--- src/rtl/pc_unit_ras.sv ---
// pc_unit_ras: fetch-stage program counter with a return-address stack for CALL/RETURN.
// Define PCU_RAS_EN to build the stack; without it CALL acts as JUMP, RETURN as SEQ, status outputs are constant.
module pc_unit_ras #(
  parameter int               WIDTH        = 16,
  parameter int               RAS_DEPTH    = 4,
  parameter logic [WIDTH-1:0] RESET_VECTOR = '0
) (
  input  logic             CLK,
  input  logic             reset,
  input  logic [WIDTH-1:0] a,
  input  logic [WIDTH-1:0] b,
  input  logic [2:0]       pc_src,
  input  logic             pc_enable,
  input  logic             clear_err,
  output logic [WIDTH-1:0] pc,
  output logic [WIDTH-1:0] pc_plus1,
  output logic             ras_empty,
  output logic             ras_full,
  output logic             ras_overflow,
  output logic             ras_underflow
);

  localparam logic [2:0] SRC_SEQ    = 3'd0;
  localparam logic [2:0] SRC_BRANCH = 3'd1;
  localparam logic [2:0] SRC_JUMP   = 3'd2;
  localparam logic [2:0] SRC_CALL   = 3'd3;
  localparam logic [2:0] SRC_RETURN = 3'd4;

  logic [WIDTH-1:0] pc_next;

  assign pc_plus1 = pc + WIDTH'(1);

`ifdef PCU_RAS_EN
  localparam int              PW        = $clog2(RAS_DEPTH);
  localparam int              CW        = PW + 1;
  localparam logic [CW-1:0]   COUNT_MAX = CW'(RAS_DEPTH);

  logic [WIDTH-1:0] ras_mem [0:RAS_DEPTH-1];
  logic [PW-1:0]    wr_ptr;
  logic [CW-1:0]    count;
  logic [WIDTH-1:0] ras_top;
  logic             push;
  logic             pop;
  logic             ovf_q;
  logic             unf_q;

  // wr_ptr addresses the next free slot; the newest entry sits one below it
  assign ras_top       = ras_mem[wr_ptr - PW'(1)];
  assign ras_empty     = (count == '0);
  assign ras_full      = (count == COUNT_MAX);
  assign ras_overflow  = ovf_q;
  assign ras_underflow = unf_q;

  always_comb begin
    pc_next = pc;
    push    = 1'b0;
    pop     = 1'b0;
    if (pc_enable) begin
      case (pc_src)
        SRC_SEQ:    pc_next = pc_plus1;
        SRC_BRANCH: pc_next = a;
        SRC_JUMP:   pc_next = b;
        SRC_CALL: begin
          pc_next = b;
          push    = 1'b1;
        end
        SRC_RETURN: begin
          pc_next = ras_empty ? RESET_VECTOR : ras_top;
          pop     = 1'b1;
        end
        default:    pc_next = pc;
      endcase
    end
  end

  // Storage is not reset; count/pointer decide what is valid.
  always_ff @(posedge CLK) begin
    if (push) begin
      ras_mem[wr_ptr] <= pc_plus1;
    end
  end

  // When full, wr_ptr already points at the oldest entry, so a push overwrites it.
  always_ff @(posedge CLK or posedge reset) begin
    if (reset) begin
      wr_ptr <= '0;
      count  <= '0;
    end else if (push) begin
      wr_ptr <= wr_ptr + PW'(1);
      if (!ras_full) begin
        count <= count + CW'(1);
      end
    end else if (pop && !ras_empty) begin
      wr_ptr <= wr_ptr - PW'(1);
      count  <= count - CW'(1);
    end
  end

  // Set wins over a simultaneous clear.
  always_ff @(posedge CLK or posedge reset) begin
    if (reset) begin
      ovf_q <= 1'b0;
      unf_q <= 1'b0;
    end else begin
      ovf_q <= (push && ras_full) || (ovf_q && !clear_err);
      unf_q <= (pop && ras_empty) || (unf_q && !clear_err);
    end
  end
`else
  localparam int unused_ras_depth = RAS_DEPTH;
  logic          unused_clear_err;

  assign unused_clear_err = clear_err;
  assign ras_empty        = 1'b1;
  assign ras_full         = 1'b0;
  assign ras_overflow     = 1'b0;
  assign ras_underflow    = 1'b0;

  always_comb begin
    pc_next = pc;
    if (pc_enable) begin
      case (pc_src)
        SRC_SEQ:    pc_next = pc_plus1;
        SRC_BRANCH: pc_next = a;
        SRC_JUMP:   pc_next = b;
        SRC_CALL:   pc_next = b;
        SRC_RETURN: pc_next = pc_plus1;
        default:    pc_next = pc;
      endcase
    end
  end
`endif

  always_ff @(posedge CLK or posedge reset) begin
    if (reset) begin
      pc <= RESET_VECTOR;
    end else begin
      pc <= pc_next;
    end
  end

endmodule

--- config.mk ---
export PLATFORM = sky130hd
export DESIGN_NAME = pc_unit_ras
export DESIGN_NICKNAME = d
export VERILOG_FILES = /design/src/rtl/pc_unit_ras.sv
export SDC_FILE = /design/constraint.sdc
export NUM_CORES = 1
export LEC_CHECK = 0
export CORE_UTILIZATION = 36
export DETAILED_ROUTE_END_ITERATION = 16
export GPL_TIMING_DRIVEN = 0
export PLACE_DENSITY_LB_ADDON = 0.05
export SETUP_SLACK_MARGIN = 0.4
export SYNTH_ARGS = -nofsm -noshare
export SYNTH_HDL_FRONTEND = slang
export SYNTH_SLANG_ARGS = --single-unit
--- constraint.sdc ---
create_clock -name CLK -period 4.4 [get_ports CLK]
set_input_delay 0.44 -clock CLK [delete_from_list [all_inputs] [get_ports CLK]]
set_output_delay 0.44 -clock CLK [all_outputs]
set_load 0.005 [all_outputs]
; Word-level counts from Yosys, hierarchy flattened
; Cells that the tools add are included.
[word_totals]
register_bits = 16
out_inout_bits = 36
word_cells = 12
[classes]
add_sub_neg = 1
n_eq_ne = 4
mux = 1
reduce_logical = 5
[ops]
columns = cell, count
row1 = one-hot mux 16 bit (3 select lines), 1
row2 = adder 16 x 1 -> 16 bit (second input constant), 1
row3 = equality test 3 x 2 -> 1 bit (second input constant), 2
row4 = OR reduction 2 bit, 2
row5 = equality test 3 x 1 -> 1 bit (second input constant), 1
row6 = equality test 3 bit (second input constant), 1
row7 = logical NOT 3 bit, 1
row8 = nonzero test 3 bit, 1
row9 = AND reduction 2 bit, 1

; Depth between registers and ports, before layout
; Gate-level depths: netlist of the first run.
[logic_depth]
word_depth = 4
mapped_depth = 6
depth_no_buf = 5

; Least setup slack after synthesis of the first run
; No wires, ideal clock.
[synth_path]
kind = register to output
start = register pc[0]
end = output pc_plus1[12]
arrival_time_ns = 1.276
required_time_ns = 3.960
setup_slack_ns = 2.684
stages_incl_launch_ff = 5
n_path_buf = 0
cell_sequence = dfrtp_1 -> ha_1 -> nand2_1 -> nor4_1 -> xor2_1
[synth_via]
elab_chain_len = 1
[synth_lines]
columns = element, line_no
row1 = start: declaration, 15  ; output logic [WIDTH-1:0] pc,
row2 = start signal: assignment, 138  ; pc <= pc_next;
row3 = adder 16 x 1 -> 16 bit, 31  ; assign pc_plus1 = pc + WIDTH'(1);
row4 = end: declaration, 16  ; output logic [WIDTH-1:0] pc_plus1,
; Every way passes these cells.

; Worst setup path after layout of the first run
; Ends and elaborated chain as after synthesis.

==> impl_metrics.toml, run 1 <==
[status]
status = "completed"

[placement]
hpwl_um = 3300
dp_slack_ns = 1.91
place_congestion = 0.867
portBuffers = 69
dpl.cell_count = 277

[worst_setup_path]
cp.arrival_ns = 2.35
worstSetupStartpointType = "flop"
path_class = "flop to primary output"
worstPathMaxFanout = 9
end_kind = "primary output"
cp.required_ns = 3.96

[clock_network]
cts_setup_buffers = 0
cts_tree = "done"
cts_buffer_depth = 2
cts_sinks = 16
cts.root.buffer_cell = "clkbuf_8"
cts_resized = 0
h-tree-depth = 1
cts_inserted_buffers = 3
worstSkewPairLatency_ns = 0.26
hold_buffers = 0
clk_pin_slew_ns = 0.07

[floorplan]
fp.dieH_um = 63.8
die_area_sq_mm = 0.00407
core_area_sq_mm = 0.00366
row_count = 22
start_util = 0.376
io_pins = 75
fp.dieW_um = 63.8

[timing]
final_hold_viol_count = 0
maxSlewHeadroom = 0.565
rsz0062_at_grt = "no"
drv_slew = 0
max_freq_mhz = 358
post-route-period-util = 0.634
tightest_slew_ns = 0.651
fin_crit_ns = 2.79
layout_setup_ws_ns = 1.61
setup_viol = 0
final.setup.tns_ns = 0
clock_skew_ns = 0.00422

[synthesis]
yosys_warnings = 0
synthSimpleGateAreaFrac = 0.227
synthTopCellsByArea = "dfrtp_1 (29%), xnor2_1 (5.1%), xor2_1 (3.8%)"
synth_adder_area_share = 0.0182
synth_top_family_by_area = "compound AO/OA/AOI/OAI gates"
synth_seq_cells = 16
synth_top_area_share = 0.291
avgSynthCellArea_sq_um = 8.70
yosysTopAreaCell = "dfrtp_1"
async_reset_ff_frac = 1.00
synth-main-ff-cell = "dfrtp_1"
yosys.cell_types.count = 51
synthMuxAreaShare = 0.0155
synth_compound_area_frac = 0.269
synth_cells = 158
syn-cell-area_sq_mm = 0.00138
synth_xor_area_frac = 0.0892
synth_seq_area_share = 0.291
synth-edff-count = 0

[power_and_ir_drop]
powerDensity_mw_per_mm2 = 310
peakVddDrop_v = 0.000158
p_leak_nw = 0.927

[cells_and_area]
largest_reg_flops = 16
layout.nets = 275
layout_common_cells = "clkdlybuf4s50_1 (69), dfrtp_1 (16), nor2_1 (12)"
antennaDiodeCount = 0
fin_cells = 281
top_register = "pc"
synthToLayoutAreaGrowth_pct = 59.1
largest_registers = "pc (16)"
drive_gt1_frac = 0.103
mostFrequentLayoutCell = "clkdlybuf4s50_1"

[route]
antenna_left = 0
wire_per_inst_um = 15.6
drcViolationCount = 0
num_vias = 1494
initialDrtViolationCount = 79
viasPerCell = 5.32
wl_um = 4370
first_pass_iters = 4

[hold_path]
hold_class = "input port to asynchronous set/reset pin"

[global_routing]
grt_usage = 0.222
grt_pass1_wl_um = 7020
grt_pass1_vias = 1480
antenna_found_initial = 0
grt_start_max_net_pins = 17
grt_overflow = 0

[flow_run]
max_cap_viol_count = 0
[worst max-delay path, stage by stage (launching register included)]
cell	delay (ns)
dfrtp_1	0.51
ha_1	0.31
nand2_1	0.08
nor4_1	0.47
xor2_1	0.21
clkdlybuf4s50_1	0.52
[cells by family after synthesis]
family,count (synthesis)
simple gates,52
mux,2
xor+xnor,14
fa+ha+maj,2
compound gates,48
flops,16
other cells,2
buf+inv,22
[layout make-up]
class	instances	area, sq um
Clock buffer	4	55.1
Buffer	15	90.1
Multi-Input combinational cell	122	866
Tap cell	48	60.1
Fill cell	346	1470
Sequential cell	16	400
Timing Repair Buffer	69	691
Inverter	7	26.3
[layer usage]
layer  share of wire  GRT usage
met1            0.46      0.285
met2            0.46      0.386
met4           0.012     0.0682
met3           0.067     0.0286
met5               0          0
[through the flow]
| step | hold slack, ns | total power, mW | cell area, sq um | utilization |
|---|---|---|---|---|
| after floorplan | 0.354 | 0.352 | 1380 | - |
| after global placement | 0.554 | 0.539 | 2130 | 0.583 |
| after detailed placement | 0.571 | 0.544 | 2130 | 0.583 |
| after CTS | 0.587 | 0.683 | 2190 | 0.598 |
| after global routing | 0.624 | 0.717 | 2190 | 0.598 |
| final | 0.571 | 0.679 | 2190 | 0.598 |
[where the power goes]
part / switching, mW / leakage, nW / internal, mW
clock: 0.0580 / 0.0288 / 0.0797
combinational: 0.119 / 0.711 / 0.203
sequential: 0.0460 / 0.188 / 0.174
[path summary, 6_finish.rpt]
| path | startpoint | end | slack, ns | cells past startpoint |
|---|---|---|---|---|
| max | pc[0]$_DFFE_PP0P_ | pc_plus1[12] | 1.61 | 5 |
| max reg2reg | pc[0]$_DFFE_PP0P_ | pc[12]$_DFFE_PP0P_ | 2.59 | 5 |
| min | reset | pc[10]$_DFFE_PP0P_ | 0.57 | 2 |
| min in group CLK | pc[15]$_DFFE_PP0P_ | pc[15]$_DFFE_PP0P_ | 0.59 | 1 |
| max in group asynchronous | reset | pc[9]$_DFFE_PP0P_ | 3.41 | 2 |
| min reg2reg | pc[15]$_DFFE_PP0P_ | pc[15]$_DFFE_PP0P_ | 0.59 | 1 |
[synthesized netlist by cell type (3+ instances only)]
master and number:
a222oi_1 4, o22a_1 3, a22oi_1 6, xor2_1 6, clkbuf_1 3, nand2_1 10
buf_4 5, a2bb2oi_1 3, nor2_1 12, nand4_1 4, nand3_1 5, a22o_1 3
dfrtp_1 16, o22ai_1 3, inv_1 7, xnor2_1 8, a21oi_1 3, o21ai_0 6
nor4_1 4, o2bb2ai_1 5, buf_2 4
Note: power is estimated with default switching activity, not from simulation.
==> run 2: changes to the inputs <==
- CORE_UTILIZATION: 36 -> 35
- clock period: 4.4 -> 2.4 ns (I/O delays scaled with it)
==> run 2 against run 1 <==
Clock skew shrank 0.0031 ns. Critical path depth shrank 1. Cell area grew 8.8%. Die area grew 2.8%. Sequential power grew 82%. Via count grew 8.0%. Count of clock-buffer cells in the layout shrank 1. Critical endpoint is now pc_plus1[4]. Register-to-register slack lost 1.9 ns. Sequential share of layout area shrank 1.2 points. Largest cell class unchanged.
==> impl_metrics.toml, run 2 (synthesis results as in run 1) <==
[status]
status = "completed"

[timing]
final_hold_viol_count = 0
max_freq_mhz = 505
clock_skew_ns = 0.00107
rsz0062_at_grt = "yes"
setup_viol = 0
drv_slew = 0
maxSlewHeadroom = 0.552
tightest_slew_ns = 0.672
fin_crit_ns = 1.98
whs_ns = 0.384
post-route-period-util = 0.825
final.setup.tns_ns = 0

[clock_network]
cts_buffer_depth = 2
worstSkewPairLatency_ns = 0.25
cts_sinks = 16
cts_inserted_buffers = 3
cts_tree = "done"
cts.root.buffer_cell = "clkbuf_8"
clk_pin_slew_ns = 0.07
h-tree-depth = 1

[worst_setup_path]
worstPathMaxFanout = 4
path_class = "flop to primary output"
worstSetupStartpointType = "flop"
cp.arrival_ns = 1.74
cp.required_ns = 2.16
end_kind = "primary output"

[cells_and_area]
drive_gt1_frac = 0.234
top_register = "pc"
antennaDiodeCount = 0
layout_common_cells = "clkdlybuf4s50_1 (58), buf_4 (20), nor2_1 (11), dfrtp_1 (11), nand2_1 (9)"
mostFrequentLayoutCell = "clkdlybuf4s50_1"
largest_reg_flops = 16
layout.nets = 291
largest_registers = "pc (16)"
synthToLayoutAreaGrowth_pct = 73.2

[power_and_ir_drop]
p_clk_frac = 0.165
p_sw_uw = 435
peakVddDrop_v = 0.000294
p_seq_frac = 0.313
swShare = 0.341
p_leak_nw = 1.06
p_comb_frac = 0.522
powerDensity_mw_per_mm2 = 536
internal_power_uw = 842

[floorplan]
start_util = 0.370
io_pins = 75
die_area_sq_mm = 0.00418
core_area_sq_mm = 0.00372
fp.dieW_um = 64.7
fp.dieH_um = 64.7
row_count = 22

[route]
wl_um = 4620
drcViolationCount = 0
viasPerCell = 5.45
initialDrtViolationCount = 98
num_vias = 1613
antenna_left = 0
first_pass_iters = 6
wire_per_inst_um = 15.6

[global_routing]
grt_start_max_net_pins = 17
grt_overflow = 0
grt_pass1_vias = 1554
grt_usage = 0.229
antenna_found_initial = 0
grt_pass1_wl_um = 7420

[hold_path]
hold_class = "input port to asynchronous set/reset pin"

[placement]
hpwl_um = 3260
portBuffers = 69
place_congestion = 0.844

[flow_run]
max_cap_viol_count = 0
-- run 2: worst max-delay path: stages (launching register included) --
cell and delay [ns]:
dfrtp_2 0.40, ha_2 0.23, nand3_1 0.13, xnor2_2 0.19
clkdlybuf4s50_1 0.53
-- run 2: metrics by stage --
stage,instances,worst slack [ns],utilization,instance area (sq um),total power [mW]
detailed placement,277,0.195,0.574,2130,0.994
floorplan,160,0.804,-,1380,0.646
global route,296,0.350,0.641,2380,1.34
global placement,277,0.156,0.574,2130,0.988
finish,296,0.420,0.641,2380,1.28
CTS,290,0.238,0.622,2310,1.25
-- run 2: final cells by class --
| cell class | count | area [sq um] |
|---|---|---|
| clock buffer | 3 | 41.3 |
| timing repair buffer | 85 | 795 |
| sequential | 16 | 407 |
| inverter | 7 | 26.3 |
| tap | 48 | 60.1 |
| buffer | 15 | 114 |
| fill | 322 | 1340 |
| multi-input combinational | 122 | 938 |
-- run 2: routing by layer --
metal	share of wire	vias up	track usage
li1	-	772	-
met1	0.44	762	0.303
met2	0.48	75	0.388
met3	0.075	4	0.0317
met4	0.0061	0	0.0583
met5	0	-	0
-- run 2: worst paths after layout --
path | from | slack, ns | depth (start not counted) | end
hold / removal | reset | 0.38 | 2 | pc[11]$_DFFE_PP0P_
max in group asynchronous | reset | 1.55 | 2 | pc[8]$_DFFE_PP0P_
setup / recovery | pc[0]$_DFFE_PP0P_ | 0.42 | 4 | pc_plus1[4]
hold reg to reg | pc[5]$_DFFE_PP0P_ | 0.59 | 1 | pc[5]$_DFFE_PP0P_
setup reg to reg | pc[6]$_DFFE_PP0P_ | 0.69 | 8 | pc[12]$_DFFE_PP0P_
min in group CLK | a[1] | 0.55 | 3 | pc[1]$_DFFE_PP0P_
-- run 2: power by group through the flow --
| stage | clock [mW] | sequential, mW | combinational (mW) |
|---|---|---|---|
| after floorplan | 0 | 0.392 | 0.254 |
| after global placement | 0 | 0.402 | 0.586 |
| after detailed placement | 0 | 0.405 | 0.589 |
| after CTS | 0.211 | 0.394 | 0.646 |
| after global routing | 0.218 | 0.411 | 0.716 |
| final | 0.210 | 0.400 | 0.667 |
-- run 2: what timing repair did --
action	4_1_cts	5_1_grt
hold buffers	0	0
endpoints found under the setup margin	13	12
pin swaps	8	6
buffers inserted	10	6
gates resized for setup	23	22
